<file path="src/rtl/fx_dispatch_arbiter.sv">
// fx_dispatch_arbiter
// Two-requester round-robin dispatcher in front of one fixed-point (FX) unit.
// Single-cycle operations can issue every cycle. The multiply opcode occupies
// the unit for MUL_LATENCY cycles, and no transfer is accepted during that time.
// flush_i aborts any occupancy and blocks acceptance for the flushed cycle.
// The arbitration pointer survives a flush.

module fx_dispatch_arbiter #(
    parameter int PAYLOAD_W   = 64,
    parameter int MUL_OPCODE  = 7,
    parameter int MUL_LATENCY = 3,
    parameter int FXUnitCode  = 0
) (
    input  logic                 clock_i,
    input  logic                 reset_i,
    input  logic                 flush_i,
    input  logic                 req0_valid_i,
    input  logic [0:1]           req0_unit_i,
    input  logic [0:5]           req0_opcode_i,
    input  logic [0:PAYLOAD_W-1] req0_payload_i,
    input  logic                 req1_valid_i,
    input  logic [0:1]           req1_unit_i,
    input  logic [0:5]           req1_opcode_i,
    input  logic [0:PAYLOAD_W-1] req1_payload_i,
    output logic                 req0_ready_o,
    output logic                 req1_ready_o,
    output logic                 fx_enable_o,
    output logic [0:5]           fx_opcode_o,
    output logic [0:PAYLOAD_W-1] fx_payload_o,
    output logic                 fx_src_o,
    output logic                 busy_o
);

    localparam logic [5:0] MUL_OP_C  = 6'(MUL_OPCODE);
    localparam logic [3:0] MUL_CNT_C = 4'(MUL_LATENCY - 1);
    localparam logic [1:0] UNIT_C    = 2'(FXUnitCode);

    typedef enum logic [1:0] {
        ST_IDLE  = 2'd0,
        ST_ISSUE = 2'd1,
        ST_BUSY  = 2'd2
    } state_e;

    state_e                 state_q, state_d;
    logic [3:0]             cnt_q, cnt_d;
    logic                   prio_q, prio_d;
    logic                   fx_enable_q, fx_enable_d;
    logic [0:5]             fx_opcode_q, fx_opcode_d;
    logic [0:PAYLOAD_W-1]   fx_payload_q, fx_payload_d;
    logic                   fx_src_q, fx_src_d;
    logic                   busy_q, busy_d;

    logic                   elig0_s, elig1_s;
    logic                   grant_s;
    logic                   ready0_s, ready1_s;
    logic                   xfer_s;
    logic                   sel_mul_s;
    logic [0:5]             sel_opcode_s;
    logic [0:PAYLOAD_W-1]   sel_payload_s;

    // Eligibility and round-robin winner; prio_q names the favoured requester.
    always_comb begin
        elig0_s = req0_valid_i && (req0_unit_i == UNIT_C);
        elig1_s = req1_valid_i && (req1_unit_i == UNIT_C);
        if (elig0_s && elig1_s) begin
            grant_s = prio_q;
        end else if (elig1_s) begin
            grant_s = 1'b1;
        end else begin
            grant_s = 1'b0;
        end
    end

    // Handshake: the winner sees ready unless occupied, flushing or in reset.
    always_comb begin
        ready0_s      = elig0_s && !grant_s && (state_q != ST_BUSY) && !flush_i && reset_i;
        ready1_s      = elig1_s &&  grant_s && (state_q != ST_BUSY) && !flush_i && reset_i;
        xfer_s        = ready0_s || ready1_s;
        sel_opcode_s  = grant_s ? req1_opcode_i  : req0_opcode_i;
        sel_payload_s = grant_s ? req1_payload_i : req0_payload_i;
        sel_mul_s     = (sel_opcode_s == MUL_OP_C);
    end

    // Next-state, occupancy counter, pointer and issue-register update.
    always_comb begin
        state_d      = state_q;
        cnt_d        = cnt_q;
        prio_d       = prio_q;
        fx_enable_d  = 1'b0;
        fx_opcode_d  = fx_opcode_q;
        fx_payload_d = fx_payload_q;
        fx_src_d     = fx_src_q;
        if (flush_i) begin
            state_d = ST_IDLE;
            cnt_d   = 4'd0;
        end else begin
            case (state_q)
                ST_BUSY: begin
                    // A count of 0 here is illegal; treat it like the last cycle.
                    if (cnt_q <= 4'd1) begin
                        state_d = ST_IDLE;
                        cnt_d   = 4'd0;
                    end else begin
                        state_d = ST_BUSY;
                        cnt_d   = cnt_q - 4'd1;
                    end
                end
                ST_IDLE, ST_ISSUE: begin
                    if (xfer_s) begin
                        prio_d       = ~grant_s;
                        fx_enable_d  = 1'b1;
                        fx_opcode_d  = sel_opcode_s;
                        fx_payload_d = sel_payload_s;
                        fx_src_d     = grant_s;
                        if (sel_mul_s) begin
                            state_d = ST_BUSY;
                            cnt_d   = MUL_CNT_C;
                        end else begin
                            state_d = ST_ISSUE;
                            cnt_d   = 4'd0;
                        end
                    end else begin
                        state_d = ST_IDLE;
                        cnt_d   = 4'd0;
                    end
                end
                default: begin
                    state_d = ST_IDLE;
                    cnt_d   = 4'd0;
                end
            endcase
        end
        busy_d = (state_d == ST_BUSY);
    end

    // State and registered outputs, cleared asynchronously by reset_i.
    always_ff @(posedge clock_i or negedge reset_i) begin
        if (!reset_i) begin
            state_q      <= ST_IDLE;
            cnt_q        <= 4'd0;
            prio_q       <= 1'b0;
            fx_enable_q  <= 1'b0;
            fx_opcode_q  <= 6'd0;
            fx_payload_q <= {PAYLOAD_W{1'b0}};
            fx_src_q     <= 1'b0;
            busy_q       <= 1'b0;
        end else begin
            state_q      <= state_d;
            cnt_q        <= cnt_d;
            prio_q       <= prio_d;
            fx_enable_q  <= fx_enable_d;
            fx_opcode_q  <= fx_opcode_d;
            fx_payload_q <= fx_payload_d;
            fx_src_q     <= fx_src_d;
            busy_q       <= busy_d;
        end
    end

    assign req0_ready_o = ready0_s;
    assign req1_ready_o = ready1_s;
    assign fx_enable_o  = fx_enable_q;
    assign fx_opcode_o  = fx_opcode_q;
    assign fx_payload_o = fx_payload_q;
    assign fx_src_o     = fx_src_q;
    assign busy_o       = busy_q;

endmodule

</file>
<file path="config.mk">
export PLATFORM = sky130hd
export DESIGN_NAME = fx_dispatch_arbiter
export DESIGN_NICKNAME = d
export VERILOG_FILES = /design/src/rtl/fx_dispatch_arbiter.sv
export SDC_FILE = /design/constraint.sdc
export NUM_CORES = 1
export LEC_CHECK = 0
export CAP_MARGIN = 20
export CORE_UTILIZATION = 41
export DETAILED_ROUTE_END_ITERATION = 7
export GPL_TIMING_DRIVEN = 0
export PLACE_DENSITY_LB_ADDON = 0.05
export SETUP_SLACK_MARGIN = 0.3
export SYNTH_ARGS = -nofsm -noshare
export SYNTH_HDL_FRONTEND = slang
export SYNTH_SLANG_ARGS = --single-unit
</file>
<file path="constraint.sdc">
create_clock -name clock_i -period 2.9 [get_ports clock_i]
set_input_delay 0.58 -clock clock_i [delete_from_list [all_inputs] [get_ports clock_i]]
set_output_delay 0.58 -clock clock_i [all_outputs]
set_load 0.05 [all_outputs]
</file>
# ---- Word level (Yosys, flattened, before mapping)
# Index checks and enable logic that the tools add are counted.
dict set report word_totals {
  output_inout_bits 75
  input_bits 149
  ff_bits 80
  word_cells 53
}
dict set report op_classes {
  n_bitwise 2
  muxes 17
  add_sub_neg 1
  n_lt_le_gt_ge 1
  eq_ne 5
  n_reduce_logical 19
}
# operator count
set ops {}
lappend ops {{$mux 64} 1}
lappend ops {{$mux 4} 3}
lappend ops {{$logic_and 1x1->1} 11}
lappend ops {{$mux 2} 5}
lappend ops {{$pmux 4 s2} 1}
lappend ops {{$eq 6x3->1 const B} 1}
lappend ops {{$logic_not 2->1} 3}
lappend ops {{$mux 6} 1}
lappend ops {{$mux 1} 5}
lappend ops {{$eq 2x2->1 const B} 2}
lappend ops {{$le 4x1->1 const B} 1}
lappend ops {{$pmux 2 s2} 1}
lappend ops {{$sub 4x1->4 const B} 1}
lappend ops {{$reduce_and 3->1} 1}
lappend ops {{$eq 2x1->1 const B} 1}
lappend ops {{$logic_not 1->1} 2}
lappend ops {{$ne 2x2->1 const B} 1}
lappend ops {{$not 1->1} 2}
lappend ops {{$reduce_or 2->1} 1}
lappend ops {{$logic_or 1x1->1} 1}

# ---- Logic depth before layout (Yosys ltp)
dict set report logic_depth {
  word_depth 14
  depth_mapped 7
}

# ---- Least setup slack after synthesis
# OpenSTA, ideal clock, no wires.
dict set report synth_path {
  path_type {input-to-output}
  from {input port req0_unit_i[0] in the netlist's numbering}
  to {output port req0_ready_o}
  cell_stages 5
  t_required_ps 2320
  t_arrival_ps 2606
  path_slack_ps -286
  cell_sequence {or4b_1 > clkbuf_1 > and2_1 > clkbuf_1 > nor3_1}
}
dict set report synth_between {
  elab_chain_len 9
}
# element line_no
set synth_lines {}
lappend synth_lines {{from (decl)} 18} ;# input logic [0:1] req0_unit_i,
lappend synth_lines {{$logic_not 2->1 *} 63} ;# elig0_s = req0_valid_i && (req0_unit_i == UNIT_C);
lappend synth_lines {{$logic_and 1x1->1 *} 63}
lappend synth_lines {{$logic_and 1x1->1} 65} ;# if (elig0_s && elig1_s) begin
lappend synth_lines {{$mux 1} 65}
lappend synth_lines {{$logic_not 1->1} 76} ;# ready0_s = elig0_s && !grant_s && (state_q != ST_BUSY) && !flush_i && reset_i;
lappend synth_lines {{$logic_and 1x1->1 * (4 in a row)} 76}
lappend synth_lines {{to (decl)} 25} ;# output logic req0_ready_o,
# Mark *: on every way between the ends. The rest lies on a longest branch, timed or not.

# ---- Final worst setup path
dict set report layout_path {
  from {input port req0_valid_i}
  to {output port req0_ready_o}
}
dict set report layout_between {
  elab_chain_len 8
}
# element line_no
set layout_lines {}
lappend layout_lines {{from (decl)} 17} ;# input logic req0_valid_i,
lappend layout_lines {{$logic_and 1x1->1 *} 63}
lappend layout_lines {{$logic_and 1x1->1} 65}
lappend layout_lines {{$mux 1} 65}
lappend layout_lines {{$logic_not 1->1} 76}
lappend layout_lines {{$logic_and 1x1->1 * (4 in a row)} 76}
# Marks and branches as above.

==> results by group <==
Run status
  – Status: completed

Timing
  – Setup Viol. Count Final: 0
  – RSZ-0062 raised after global routing: true
  – F_max: 390.5 MHz
  – Worst-Margin Slew: 0.5986 ns
  – Skew final: 0.008513 ns
  – Period utilisation layout: 88.31%
  – Max_slew headroom: 59.59%
  – Tmin final: 2.561 ns
  – Final Hold Vio Count: 0
  – Fin. max-slew vios: 0

Critical path
  – Reg2Reg Setup Slack: 0.96 ns
  – WP buf/inv: 4
  – Crit path cell chain: clkdlybuf4s15_1, or4b_4, buf_8, and2_4, buf_8, nor3_4, buf_6
  – Critical Path Most Common Cell: buf_8
  – CP Class: input pin to primary output
  – Startpoint Class: input pin
  – CP required: 2.32 ns
  – Crit end category: primary output
  – Critical-path top delay cell: or4b_4
  – Max incr delay on CP: 0.48 ns
  – Worst reg-to-reg path cell count: 6
  – Crit path max fanout: 3
  – Reg2reg end: busy_o
  – Delay-heaviest family, CP: simple AND/OR/NAND/NOR gates
  – Reg2reg start: prio_q
  – Arrival @ worst endpoint: 1.98 ns

Routing
  – WL final: 11.15 mm
  – Vias per cell: 4.962
  – Pre-Repair DR Iteration Count: 4
  – Initial DRC Count: 109
  – Routed WL per cell: 15.70 um
  – Final ANT Viol Nets: 0
  – Post-route DRC violation count: 0
  – Vias: 3523

GRT
  – Aggregate global-route resource usage: 24.48%
  – Gr ovfl total: 0
  – Antenna violations before repair: 0
  – Vias in the first global route: 3820
  – First-pass GRT wire length: 18.49 mm
  – Pin count of the biggest net entering global routing: 46

Die
  – Die Wd: 97.17 um
  – Chip height: 97.17 um
  – Die area: 9442 sq um
  – Core area: 8763 sq um
  – Rows: 34
  – Io pins: 224
  – Initial core utilization: 42.38%

Power
  – Pwr Total: 4144 uW
  – VDD IR max: 309.2 uV
  – Leakage Power: 0.003119 uW
  – Pwr Density: 647.5 nW/um^2

Placement
  – # port buffers: 223
  – Dpl hpwl: 8.699 mm
  – Final Wtd Congestion: 0.7498
  – Placed cell count: 688

Synth
  – Number of library cell types mapped by synthesis: 31
  – Top cells by area, synth: dfrtp_1, mux2i_1, o21ai_1, nand2_1, buf_4
  – Synth Instances: 356
  – Synth warn: 0
  – Post-synth net total: 507
  – Area fraction of the dominant cell type after synthesis: 53.91%
  – Most used flip-flop cell after synthesis: dfrtp_1
  – Ys async rst share: 100.0%
  – EDFF count, synth: 0
  – Sequential area share after synthesis: 53.91%
  – Post-synth design cell area: 3714 sq um
  – Synth area leader: dfrtp_1
  – Register bit total from synthesis: 80
  – Synthesized area per cell: 10.43 sq um

Finish
  – Layout cells sized above 1: 8.472%
  – Most common cell after layout, fill and taps aside: clkdlybuf4s50_1
  – Ant diodes: 0
  – Non-filler cells, final: 710
  – Syn-to-layout area delta: 72.34%
  – Fin nets: 748
  – Commonest cells after routing, fill and taps aside: clkdlybuf4s50_1, dfrtp_1, nand2_1

Clocking
  – Clock transition at path regs: 0.09 ns
  – Clk Latency, worst-skew pair: 0.35 ns
  – Clock Sinks: 80
  – Hold_buf cts: 0
  – H-tree lvl count: 3
  – CTS Root Cell: clkbuf_8
  – Max Root-Sink Buffers: 2
  – CTS tree: done
  – Cts bufs inserted: 9

Run
  – Max-Cap Viols: 0

Worst hold path
  – Worst Hold Class: input pin to asynchronous set/reset pin
## cell type report
class	count	area, sq um
Timing Repair Buffer	230	2298
Clock inverter	5	57.56
Fill cell	703	2364
Inverter	4	15.01
Clock buffer	11	131.4
Multi-Input combinational cell	247	1600
Tap cell	108	135.1
Buffer	25	160.2
Sequential cell	80	2002
## cell usage after synthesis, types with 2 or more instances
cell / instances
a211o_1: 2
a21o_1: 2
buf_2: 8
buf_4: 7
clkbuf_1: 10
dfrtp_1: 80
ha_1: 2
inv_1: 3
mux2i_1: 70
nand2_1: 73
nor2_1: 7
nor3_1: 2
o21ai_0: 10
o21ai_1: 61
or3b_1: 2
xnor2_1: 2
## cell families after synthesis
group	after synthesis	share of synthesized area (%)
AO/OA/AOI/OAI	79	11.35
AND/OR/NAND/NOR	94	10.82
XOR/XNOR	2	0.4718
flip-flops	80	53.91
adder cells (fa/ha/maj)	2	0.6737
multiplexers	70	18.87
buffers and inverters	29	3.908
## power breakdown
part           internal (uW)  switching (uW)
combinational            702            1170
clock                    397             408
sequential              1340             123
total                   2440            1700
## flip-flops by register name (all words and copies together) (netlist names)
signal,cells
cnt_q,4
fx_payload_o,64
state_q,2
fx_src_o,1
fx_enable_o,1
busy_o,1
prio_q,1
fx_opcode_o,6
## through the flow
step           worst slack, ns  setup TNS, ns  cell area, sq um  hold WS, ns  util (%)
6_report                0.3390              0              6400       0.1152     73.03
5_1_grt                 0.2872              0              6400       0.1313     73.03
4_1_cts                 0.2683              0              6367       0.1978     72.66
3_5_place_dp           -0.6909         -1.367              6117       0.4699     69.80
3_3_place_gp            -2.845        -306.28              6092       0.4621     69.52
2_1_floorplan           0.3148              0              3725       0.2844         -
## worst reg2reg max path: stages (launching register included)
cell	delay [ns]
dfrtp_1	0.39
or4b_4	0.50
buf_8	0.15
buf_4	0.13
a2111o_1	0.40
a21o_1	0.22
nand2_1	0.09
## worst max-delay path by stage
stage / start / to / depth (start not counted)
2_1_floorplan: req0_unit_i[0] / req0_ready_o / 5
3_3_place_gp: reset_i / req0_ready_o / 5
3_5_place_dp: req1_valid_i / req1_ready_o / 6
4_1_cts: req1_valid_i / req1_ready_o / 6
5_1_grt: prio_q / req0_ready_o / 6
6_report: req0_valid_i / req0_ready_o / 7
## per-layer routing
metal | vias up | global-route usage, % | share of wire [%]
li1 | 1707 | - | -
met5 | - | 0 | 0
met4 | 0 | 7.692 | 1.7
met3 | 15 | 5.899 | 6.7
met2 | 130 | 44.10 | 52
met1 | 1671 | 28.58 | 40
## repair_timing
action,4_1_cts,5_1_grt
gates resized for setup,29,8
setup buffers,2,4
gates cloned,0,0
endpoints found under the setup margin,2,2
pin swaps,2,3
No activity file was read; power rests on OpenSTA's default activity.
